**config.mk**
```make
export PLATFORM = sky130hd
export DESIGN_NAME = smart_down_counter
export DESIGN_NICKNAME = d
export VERILOG_FILES = /design/src/rtl/smart_counter_pkg.sv /design/src/rtl/trigger_prescaler.sv /design/src/rtl/smart_down_counter.sv
export SDC_FILE = /design/constraint.sdc
export NUM_CORES = 1
export LEC_CHECK = 0
export CAP_MARGIN = 20
export CORE_ASPECT_RATIO = 1.25
export CORE_MARGIN = 8
export CORE_UTILIZATION = 46
export CTS_BUF_LIST = sky130_fd_sc_hd__clkbuf_4
export CTS_CLUSTER_DIAMETER = 150
export CTS_CLUSTER_SIZE = 12
export DETAILED_ROUTE_END_ITERATION = 8
export DONT_BUFFER_PORTS = 1
export GPL_ROUTABILITY_DRIVEN = 0
export SYNTH_ARGS = -nofsm -noshare
export SYNTH_HDL_FRONTEND = slang
export SYNTH_SLANG_ARGS = --single-unit
```
**constraint.sdc**
```tcl
create_clock -name clk -period 3.6 [get_ports clk]
set_clock_uncertainty 0.2 [all_clocks]
set_input_delay 0.36 -clock clk [delete_from_list [all_inputs] [get_ports clk]]
set_output_delay 0.36 -clock clk [all_outputs]
set_load 0.02 [all_outputs]
```
**src/rtl/smart_counter_pkg.sv**
```systemverilog
// Shared types and default timing for the clock/timer digit stages.
// Imported by both the up-counting and down-counting digit modules.
package smart_counter_pkg;

    typedef enum logic [1:0] {
        IDLE           = 2'd0,
        BUTTON_PRESSED = 2'd1,
        BUTTON_HOLD    = 2'd2
    } btn_state_t;

    localparam int CLK_HZ            = 100000000;
    localparam int DEFAULT_TRIG_MAX  = CLK_HZ;
    localparam int DEFAULT_PRESS_MAX = 3 * CLK_HZ;
    localparam int DEFAULT_HOLD_MAX  = CLK_HZ / 2;

    function automatic int max_int(input int a, input int b);
        return (a > b) ? a : b;
    endfunction

endpackage

```
**src/rtl/trigger_prescaler.sv**
```systemverilog
// Counts enabled trigger pulses modulo MAX.
// done flags the pulse that completes a period.
module trigger_prescaler #(
    parameter int MAX = 4
) (
    input  logic clk,
    input  logic rst,
    input  logic clear,
    input  logic count_en,
    output logic done
);

    localparam int W = $clog2(MAX) + 1;

    logic [W-1:0] cnt;

    assign done = count_en && (cnt == W'(MAX - 1));

    always_ff @(posedge clk or negedge rst) begin
        if (!rst) begin
            cnt <= '0;
        end else if (clear) begin
            cnt <= '0;
        end else if (count_en) begin
            cnt <= done ? '0 : cnt + 1'b1;
        end
    end

endmodule

```
**src/rtl/smart_down_counter.sv**
```systemverilog
// Countdown digit stage: prescaled tick decrement with borrow output, preset
// load, and button decrement with press-and-hold auto-repeat.
module smart_down_counter
    import smart_counter_pkg::*;
#(
    parameter int OUTPUT_COUNTER_MAX       = 60,
    parameter int COUNTER_TRIGGER_MAX      = DEFAULT_TRIG_MAX,
    parameter int COUNTER_BUTTON_PRESS_MAX = DEFAULT_PRESS_MAX,
    parameter int COUNTER_HOLD_MAX         = DEFAULT_HOLD_MAX
) (
    input  logic       clk,
    input  logic       rst,
    input  logic       trigger,
    input  logic       enable,
    input  logic       load,
    input  logic [7:0] load_value,
    input  logic       BTN_pos,
    input  logic       BTN_neg,
    output logic       trigger_out,
    output logic [7:0] output_counter,
    output logic       is_zero,
    output logic [1:0] dbg_state
);

    localparam int BTN_W = $clog2(max_int(COUNTER_BUTTON_PRESS_MAX, COUNTER_HOLD_MAX)) + 1;
    localparam logic [7:0]       VAL_TOP   = 8'(OUTPUT_COUNTER_MAX - 1);
    localparam logic [8:0]       VAL_MOD   = 9'(OUTPUT_COUNTER_MAX);
    localparam logic [BTN_W-1:0] PRESS_TOP = BTN_W'(COUNTER_BUTTON_PRESS_MAX - 1);
    localparam logic [BTN_W-1:0] HOLD_TOP  = BTN_W'(COUNTER_HOLD_MAX - 1);

    btn_state_t       state;
    logic [BTN_W-1:0] btn_cnt;
    logic             tick_en;
    logic             tick_done;
    logic [7:0]       val_dec;
    logic [7:0]       load_clamped;

    // Ticks are only counted while no button activity owns the digit.
    assign tick_en      = (state == IDLE) && enable && trigger;
    assign val_dec      = (output_counter == 8'd0) ? VAL_TOP : output_counter - 8'd1;
    assign load_clamped = ({1'b0, load_value} >= VAL_MOD) ? VAL_TOP : load_value;
    assign is_zero      = (output_counter == 8'd0);
    assign dbg_state    = state;

    trigger_prescaler #(
        .MAX(COUNTER_TRIGGER_MAX)
    ) u_prescaler (
        .clk     (clk),
        .rst     (rst),
        .clear   (load),
        .count_en(tick_en),
        .done    (tick_done)
    );

    always_ff @(posedge clk or negedge rst) begin
        if (!rst) begin
            output_counter <= 8'd0;
            trigger_out    <= 1'b0;
            btn_cnt        <= '0;
            state          <= IDLE;
        end else if (load) begin
            output_counter <= load_clamped;
            trigger_out    <= 1'b0;
            btn_cnt        <= '0;
            state          <= IDLE;
        end else begin
            trigger_out <= 1'b0;
            case (state)
                IDLE: begin
                    btn_cnt <= '0;
                    // A completing tick absorbs a coincident button press.
                    if (tick_done) begin
                        output_counter <= val_dec;
                        trigger_out    <= (output_counter == 8'd0);
                    end else if (BTN_pos) begin
                        output_counter <= val_dec;
                    end
                    if (BTN_pos) state <= BUTTON_PRESSED;
                end
                BUTTON_PRESSED: begin
                    if (btn_cnt == PRESS_TOP) output_counter <= val_dec;
                    if (BTN_neg) begin
                        state   <= IDLE;
                        btn_cnt <= '0;
                    end else if (btn_cnt == PRESS_TOP) begin
                        state   <= BUTTON_HOLD;
                        btn_cnt <= '0;
                    end else begin
                        btn_cnt <= btn_cnt + 1'b1;
                    end
                end
                BUTTON_HOLD: begin
                    if (btn_cnt == HOLD_TOP) output_counter <= val_dec;
                    if (BTN_neg) begin
                        state   <= IDLE;
                        btn_cnt <= '0;
                    end else if (btn_cnt == HOLD_TOP) begin
                        btn_cnt <= '0;
                    end else begin
                        btn_cnt <= btn_cnt + 1'b1;
                    end
                end
                default: begin
                    state   <= IDLE;
                    btn_cnt <= '0;
                end
            endcase
        end
    end

endmodule

```
* After elaboration in Yosys (flattened, before gate mapping) *
Cells that the tools add are included.

operators by class
  add/subtract/negate cells = 3
  order comparisons = 1
  equality and inequality tests = 11
  mux-type cells = 26
  reduce and logical (&&, ||, !) cells = 9

operators by type and width
  operator               count
  $mux 30                5
  $mux 28                3
  $pmux 30 s2            1
  $mux 8                 7
  $add 30x1->30 const B  1
  $eq 30x26->1 const B   1
  $eq 30x29->1 const B   1
  $add 28x1->28 const B  1
  $eq 28x27->1 const B   1
  $pmux 8 s3             1
  $ne 3x3->1 const B     4
  $mux 2                 5
  $ge 8x6->1 const B     1
  $logic_not 8->1        1
  $sub 8x1->8 const B    1
  $pmux 2 s3             1
  $ne 4x3->1 const B     1
  $ne 4x4->1 const B     1
  $reduce_and 4->1       1
  $reduce_bool 4->1      1
  $logic_and 1x1->1      3
  $mux 1                 3
  $reduce_and 3->1       1
  $eq 2x1->1 const B     1
  other kinds (3)        3

word-level totals
  register bits after elaboration = 69
  input port bits = 15
  output and inout port bits = 12
  word-level logic and storage cells = 55

* Depth between registers and ports, before layout *
Gate-level depths: netlist of the first run.

  depth after elaboration = 7
  depth in mapped cells = 9
  mapped depth without buffers = 8

* Modules after synthesis *
Synthesis of the first run repeated with hierarchy kept, for this count alone.

second synthesis, totals
  cells, all modules = 432
  area, all modules = 4017.6 um2

modules (own cells, without submodules)
  module              times used  cells each  area each (um2)  sequential area each (um2)
  smart_down_counter  1           248         2362.3           1026.0
  trigger_prescaler   1           184         1655.3           700.7

* Worst setup path after synthesis of the first run *
Ideal clock, no wire load.

  kind = reg2reg
  start = register output_counter[0]
  end = register output_counter[6]
  setup time = 118 ps
  data arrival time = 2384 ps
  setup slack = 898 ps
  cell stages (with the launch flop) = 9
  buffers on the path = 0
  cells stage by stage = dfrtp_1 inv_1 ha_1 or3b_2 nor3b_1 nor2_1 o21ai_0 a211oi_1 a21o_1

between the ends
  word-level cells in the longest chain between the ends = 6
  elaborated cells on any way between the ends = 9
  classes of those cells = 1 x add/sub; 7 x mux; 1 x reduce/logical

RTL lines
  item                    line                      RTL
  start, declared         smart_down_counter.sv:20  output logic [7:0] output_counter,
  start signal, assigned  smart_down_counter.sv:62  output_counter <= load_clamped;
  start signal, assigned  smart_down_counter.sv:73  output_counter <= val_dec;
  start signal, assigned  smart_down_counter.sv:76  output_counter <= val_dec;
  $logic_not 8->1 (*)     n/a
  net is_zero             smart_down_counter.sv:21  output logic is_zero,
  $mux 8 (*)              smart_down_counter.sv:40  assign val_dec = (output_counter == 8'd0) ? VAL_TOP : output_counter - 8'd1;
  $mux 8                  smart_down_counter.sv:75  end else if (BTN_pos) begin
  $mux 8                  smart_down_counter.sv:72  if (tick_done) begin
  $pmux 8 s3 (*)          smart_down_counter.sv:68  case (state)
  $mux 8 (*)              smart_down_counter.sv:61  end else if (load) begin

Mark *: on every way through the listed nets, which the timed path passes. The rest lies on a longest branch. The select of a mux whose other input is x is not followed.
A chain may end at the register's enable or synchronous reset.

* Worst setup path after layout of the first run *
  start = register state[0], in the netlist dbg_state[0]
  end = register output_counter[1]

between the ends
  word-level cells in the longest chain between the ends = 7
  elaborated cells on any way between the ends = 14
  classes of those cells = 5 x eq/ne; 3 x mux; 6 x reduce/logical

RTL lines
  item                            line                                                RTL
  start, declared                 smart_down_counter.sv:31                            btn_state_t state;
  start signal, assigned          smart_down_counter.sv:60                            state <= IDLE;
  start signal, assigned          smart_down_counter.sv:65                            state <= IDLE;
  start signal, assigned          smart_down_counter.sv:78                            if (BTN_pos) state <= BUTTON_PRESSED;
  $logic_not 2->1                 smart_down_counter.sv:39, smart_down_counter.sv:68
  $logic_and 1x1->1 (2 in a row)  smart_down_counter.sv:39                            assign tick_en = (state == IDLE) && enable && trigger;
  $logic_and 1x1->1               trigger_prescaler.sv:17                             assign done = count_en && (cnt == W'(MAX - 1));
  $mux 8                          smart_down_counter.sv:72
  $pmux 8 s3                      smart_down_counter.sv:68
  $mux 8                          smart_down_counter.sv:61

Several ways; a longest one is shown, not always the timed one.

==> results of run 1 <==
==> worst max-delay path, delay by kind of cell (launching register included) <==
family | cells | cell delay, ns
AND/OR/NAND/NOR | 5 | 1.35
buffers and inverters | 1 | 0.13
flip-flops | 1 | 0.52
adder cells (fa/ha/maj) | 1 | 0.24
multiplexers | 1 | 0.36
==> power breakdown <==
| group | internal [mW] | total [mW] | switching (mW) | leakage [nW] |
|---|---|---|---|---|
| Combinational | 0.0820 | 0.205 | 0.123 | 0.653 |
| Sequential | 0.804 | 0.886 | 0.0815 | 0.944 |
| Clock | 0.201 | 0.486 | 0.285 | 0.0666 |
==> layout by cell type (no fill, tap or decap), types with 4 or more instances in the layout <==
| cell | n |
|---|---|
| nor2b_1 | 4 |
| nand4_1 | 9 |
| ha_1 | 7 |
| nor3_1 | 10 |
| or2_2 | 5 |
| a31oi_1 | 11 |
| a21oi_1 | 10 |
| xnor2_1 | 20 |
| nor2_1 | 64 |
| a211oi_1 | 4 |
| nor4_1 | 4 |
| buf_4 | 4 |
| dlygate4sd3_1 | 10 |
| nand2_1 | 40 |
| and3_1 | 10 |
| or3_1 | 5 |
| xor2_1 | 24 |
| and4_1 | 7 |
| inv_1 | 13 |
| nand3_1 | 28 |
| o21ai_0 | 9 |
| clkbuf_4 | 9 |
| dfrtp_1 | 69 |
==> cells by family (layout without fill, tap and decap cells) <==
family | after synthesis | count (layout) | share of synthesized area [%]
and+or+nand+nor | 207 | 207 | 28.2
muxes | 2 | 2 | 0.566
adders and majority gates | 7 | 7 | 2.33
DFF | 69 | 69 | 46.0
other | 0 | 1 | 0
xor gates and xnor gates | 44 | 44 | 10.3
AOI/OAI and AO/OA | 56 | 56 | 10.3
buffers and inverters | 20 | 43 | 2.40
==> worst max path at each step <==
stage | to | cells past startpoint | slack (ns) | from
floorplan | output_counter[6] | 8 | 0.90 | output_counter[0]
global placement | output_counter[1] | 8 | 0.81 | dbg_state[1]
detailed placement | output_counter[1] | 8 | 0.72 | dbg_state[0]
CTS | output_counter[1] | 8 | 0.69 | dbg_state[0]
global route | output_counter[1] | 8 | 0.53 | dbg_state[0]
finish | output_counter[1] | 8 | 0.69 | dbg_state[0]
==> timing repair <==
action                                  in CTS  in global routing
endpoints found under the setup margin       0                  0
resized for setup                            0                  0
endpoints found under the hold margin       80                  0
hold buffers                                11                  0
==> state kept, by name, summed over array words and instances (netlist names) <==
register and flops:
dbg_state 2, btn_cnt 30, trigger_out 1, output_counter 8, u_prescaler.cnt 28
==> area by class of cell <==
type | count | area, sq um
antenna | 1 | 2.50
clock buffer | 9 | 67.6
inverter | 13 | 48.8
fill | 747 | 3980
tap | 97 | 121
sequential | 69 | 1730
clock inverter | 6 | 55.1
multi-input combinational | 316 | 1940
timing repair buffer | 15 | 158
==> through the flow <==
| step | worst slack [ns] | instances | utilization [%] | area [sq um] |
|---|---|---|---|---|
| 2_1_floorplan | 0.898 | 405 | - | 3750 |
| 3_3_place_gp | 0.813 | 499 | 47.7 | 3860 |
| 3_5_place_dp | 0.720 | 499 | 47.7 | 3860 |
| 4_1_cts | 0.694 | 525 | 50.8 | 4120 |
| 5_1_grt | 0.532 | 526 | 50.8 | 4120 |
| 6_report | 0.688 | 526 | 50.8 | 4120 |
==> layer usage <==
metal  up-vias  share of wire [%]  global-route usage (%)
li1       1481                  -                       -
met1      1442                 44                    17.4
met2        45                 50                    26.7
met3        11                4.0                    4.35
met4         0                1.6                    7.81
met5         -                  0                       0
==> out/qor.csv, run 1 <==
metric,value,unit
synth_edf_count,0,
power,1.58,mW
critical-path-slowest-cell,or4_4,
drive_above_1_share,7.24,%
maxSlewViolCount,0,
yosys.area.top_type,dfrtp_1,
hold_violations,0,
min_period,2.91,ns
dr_total_vias,2979,
holdPathStages,3,
crit_chain,inv_1 > ha_1 > nand3_1 > or4_4 > nor3_4 > nor2_2 > nor2_1 > mux2_1,
finalSetupViolations,0,
fin_crit_sh,80.9,%
rows,37,
numCtsBuffers,9,
core_area,8100,sq um
worst_pin_slew,0.635,ns
fmax,0.343,GHz
drv_cap,0,
outcome,finished clean,
slowest_delay,0.58,ns
reg2regPathDepth,8,
start_util,46.3,%
ir_drop,294,uV
crit_path_end_kind,flop,
synthCells,405,
finalSetupTns,0,ns
async_flop_share,100,%
synth-main-ff-cell,dfrtp_1,
grt-ovfl-total,0,
avgViaCountPerCell,5.66,
drt_iter0_drc,115,
whs,0.0373,ns
crit_arrival,3.04,ns
gr-usage-all-layers,15.5,%
r2r_end,output_counter[1],
ys_ff_latch,69,
syn-mean-instance-area,9.27,sq um
post-route-drc-count,0,
synth_seq_area_share,46.0,%
synth_top_area_share,46.0,%
synth_nets,427,
firstDrtPassIters,4,
io_pins,27,
cts_tree,done,
synth_area,3750,sq um
crit_type,reg -> reg,
hold-path-endpoint,output_counter[0],
min_path_type,in -> reg,
die_w,96.8,microns
portBuffers,0,
dp_hpwl,5700,microns
cp-start-kind,flop,
grt_pass1_vias,3053,
required,3.73,ns
nets,446,
cts_root_buf,clkbuf_4,
die_area,11300,sq um
die_y,117,microns
yosys_warnings,0,
area_delta_synth_final,9.66,%
ys_top_cells_by_area,"dfrtp_1, nor2_1, xor2_1, xnor2_1, nand2_1",
rsz0062_at_grt,no,
post-synth-top-count-cell,dfrtp_1,
htree_levels,3,
power_density,383,nW/um^2
grt_pass1_wl,14300,microns
drt-total-wl,8300,microns
r2r_slack,0.69,ns
grt_max_degree,70,
ys_types,52,
post_drt_wl_per_cell,15.8,microns
clock_latency,0.44,ns
crit_fanout,7,
clock_sinks,69,
hold_start,load,
clockBufferDepth,2,
power.leakage,1.66,nW
postCtsSetupBuffers,0,
antenna_found_initial,1,
drtAntennaViolNets,0,
path_clk_slew,0.12,ns
synth_commonest_cells,"dfrtp_1, nor2_1, nand2_1, nand3_1, xor2_1",
timing.rr.start,dbg_state[0],
relSlewSlack,57.5,%
No activity file was read; power rests on OpenSTA's default activity.
==> run 2, diff against run 1 <==
--- a/config.mk
+++ b/config.mk
@@ -5,6 +5,7 @@
 export SDC_FILE = /design/constraint.sdc
 export NUM_CORES = 1
 export LEC_CHECK = 0
+export ABC_AREA = 1
 export CAP_MARGIN = 20
 export CORE_ASPECT_RATIO = 1.25
 export CORE_MARGIN = 8
==> constraint.sdc (replaced) <==
create_clock -name clk -period 2.6 [get_ports clk]
set_clock_uncertainty 0.2 [all_clocks]
set_input_delay 0.26 -clock clk [delete_from_list [all_inputs] [get_ports clk]]
set_output_delay 0.26 -clock clk [all_outputs]
set_load 0.02 [all_outputs]
==> run 2 against run 1 <==
Flip-flop and latch count unchanged. Setup slack worse by 0.49 ns. Clock power up 44%. Synthesized cell count up 59%. Largest power group unchanged.
==> out/qor.csv, run 2 <==
metric,value,unit,change
postCtsSetupBuffers,0,,unchanged
dr_wl_met2,5630,microns,+36%
crit_arrival,2.56,ns,-0.48 ns
largestRegisters,"btn_cnt (30), u_prescaler.cnt (28), output_counter (8)",,
maxSlewViolCount,0,,unchanged
post-synth-top-count-cell,nand2_1,,
min_path_type,in -> reg,,
dpl_cell_area,4630,sq um,+20%
highest_layer,met4,,
core_area,9560,sq um,+18%
power_frac_comb,16.9,%,+3.9 points
ir_drop,381,uV,+30%
fin_crit_sh,92.3,%,+11 points
portBuffers,0,,unchanged
synth_area,4500,sq um,+20%
rows,40,,+8.1%
drtAntennaViolNets,0,,unchanged
drive_above_1_share,7.32,%,+0.081 points
hold_violations,0,,unchanged
numCtsBuffers,9,,unchanged
drt-total-wl,11200,microns,+35%
htree_levels,3,,unchanged
reg2regPathDepth,8,,unchanged
clock_sinks,69,,unchanged
power.leakage,2.19,nW,+31%
cts_tree,done,,
grt-ovfl-total,0,,unchanged
nFillCells,966,,+29%
async_flop_share,100,%,unchanged
relSlewSlack,62.9,%,+5.4 points
rsz0062_at_grt,no,,
wl_met3,591,microns,+78%
yosys_warnings,0,,unchanged
path_clk_slew,0.12,ns,about the same
p_clk_share,29.8,%,-1.0 points
synth-main-ff-cell,dfrtp_1,,
drt_iter0_drc,198,,+72%
post-route-drc-count,0,,unchanged
power_density,476,nW/um^2,+24%
min_period,2.40,ns,-0.512 ns
cp-start-kind,flop,,
synthCells,643,,+59%
grt_max_degree,70,,unchanged
post_drt_wl_per_cell,14.1,microns,-11%
most-common-layout-cells,"nand2_1, nor2_1, inv_1",,
ys_ff_latch,69,,unchanged
start_util,47.1,%,+0.75 points
synth_nets,665,,+56%
synth_seq_area_share,38.4,%,-7.6 points
dp_hpwl,8320,microns,+46%
num_antenna_cells,0,,-1
power,2.35,mW,+49%
layout_commonest_cell,nand2_1,,
finish.utilization,51.6,%,+0.76 points
top_register,btn_cnt,,
largest_register_ffs,30,,unchanged
firstDrtPassIters,4,,unchanged
crit_fanout,4,,-3
syn-mean-instance-area,7.00,sq um,-24%
stdcell_area,4930,sq um,+20%
synth_commonest_cells,"nand2_1, nor2_1, inv_1, dfrtp_1, nand3_1",,
ys_top_cells_by_area,"dfrtp_1, nand2_1, nor2_1, nand3_1, inv_1",,
finalSetupViolations,0,,unchanged
gr-usage-all-layers,17.6,%,+2.1 points
synth_top_area_share,38.4,%,-7.6 points
yosys.area.top_type,dfrtp_1,,
synth_edf_count,0,,unchanged
clock_latency,0.43,ns,about the same
cts_root_buf,clkbuf_4,,
grt_pass1_wl,19100,microns,+33%
holdPathStages,4,,+1
die_w,104,microns,+7.9%
die_y,127,microns,+8.2%
avgViaCountPerCell,5.17,,-8.7%
die_area,13200,sq um,+17%
finalSetupTns,0,ns,unchanged
swShare,33.2,%,+2.1 points
clockBufferDepth,2,,unchanged
grt_pass1_vias,4032,,+32%
worst_pin_slew,0.555,ns,-0.0803 ns
crit_path_end_kind,flop,,
dpl.cell_count,764,,+53%
nets,686,,+54%
dr_total_vias,4110,,+38%
met1_length,4760,microns,+29%
final-instance-count-excl-fill,795,,+51%
crit_type,reg -> reg,,
fmax,0.417,GHz,+21%
required,2.76,ns,-0.97 ns
area_delta_synth_final,9.53,%,
drv_cap,0,,unchanged
antenna_found_initial,0,,-1
ys_types,35,,-33%
netSwitchingPower,0.780,mW,+59%
share_seq_of_total_power,53.3,%,-2.9 points
outcome,finished clean,,
io_pins,27,,unchanged
p_int,1.57,mW,+44%
run 2: timing repair:
action                     CTS  global route
hold endpoints to repair    86             0
setup endpoints to repair    0             1
hold buffers                15             0
gates resized for setup      0             1
run 2: metal layers:
layer | global-route usage, % | vias up
li1 | - | 2089
met3 | 4.15 | 17
met2 | 30.5 | 88
met4 | 7.34 | 0
met5 | 0 | -
met1 | 20.3 | 1916
run 2: kinds of logic (layout without fill, tap and decap cells):
group / count (synthesis) / count (layout) / synth area share, %
AND/OR/NAND/NOR: 401 / 401 / 39.4
buffers and inverters: 88 / 114 / 7.87
flip-flops: 69 / 69 / 38.4
AO/OA/AOI/OAI: 47 / 47 / 6.39
XOR/XNOR: 31 / 31 / 6.03
adder cells (fa/ha/maj): 7 / 7 / 1.95
run 2: power groups by stage:
| stage | Sequential (mW) | Clock (mW) | Combinational [mW] |
|---|---|---|---|
| after global routing | 1.26 | 0.761 | 0.456 |
| final | 1.25 | 0.700 | 0.396 |
| after floorplan | 1.25 | 0 | 0.286 |
| after global placement | 1.27 | 0 | 0.343 |
| after CTS | 1.25 | 0.721 | 0.400 |
| after detailed placement | 1.27 | 0 | 0.351 |
run 2: layout make-up:
class,count,area (sq um),share of cell area (%)
Multi-Input combinational cell,486,2420,49.1
Sequential cell,69,1730,35.0
Inverter,80,300,6.09
Timing Repair Buffer,18,190,3.86
Tap cell,126,158,3.20
Clock buffer,9,67.6,1.37
Clock inverter,7,66.3,1.34
run 2: stage by stage:
step	setup WS, ns	hold WS (ns)
finish	0.199	0.0297
global route	0.0344	0.0326
CTS	0.192	0.00146
detailed placement	0.275	-0.231
global placement	0.390	-0.231
floorplan	0.698	-0.236
run 2: path summary, 6_finish.rpt:
check | from | to | slack [ns]
max in group asynchronous | rst | output_counter[0] | 1.73
min in group asynchronous | rst | btn_cnt[2] | 0.17
worst max-delay path | output_counter[0] | trigger_out | 0.20
worst min register to register | btn_cnt[0] | btn_cnt[0] | 0.27
worst min-delay path | trigger | u_prescaler.cnt[1] | 0.03
worst max register to register | output_counter[0] | trigger_out | 0.20
run 2: worst max-delay path, cell delays in order (launching register included):
cell and delay (ns):
dfrtp_2 0.49, inv_1 0.14, ha_1 0.17, nand3_1 0.09, nor2_1 0.11, buf_4 0.16
nand2_1 0.07, nor4_1 0.30, dlygate4sd3_1 0.62
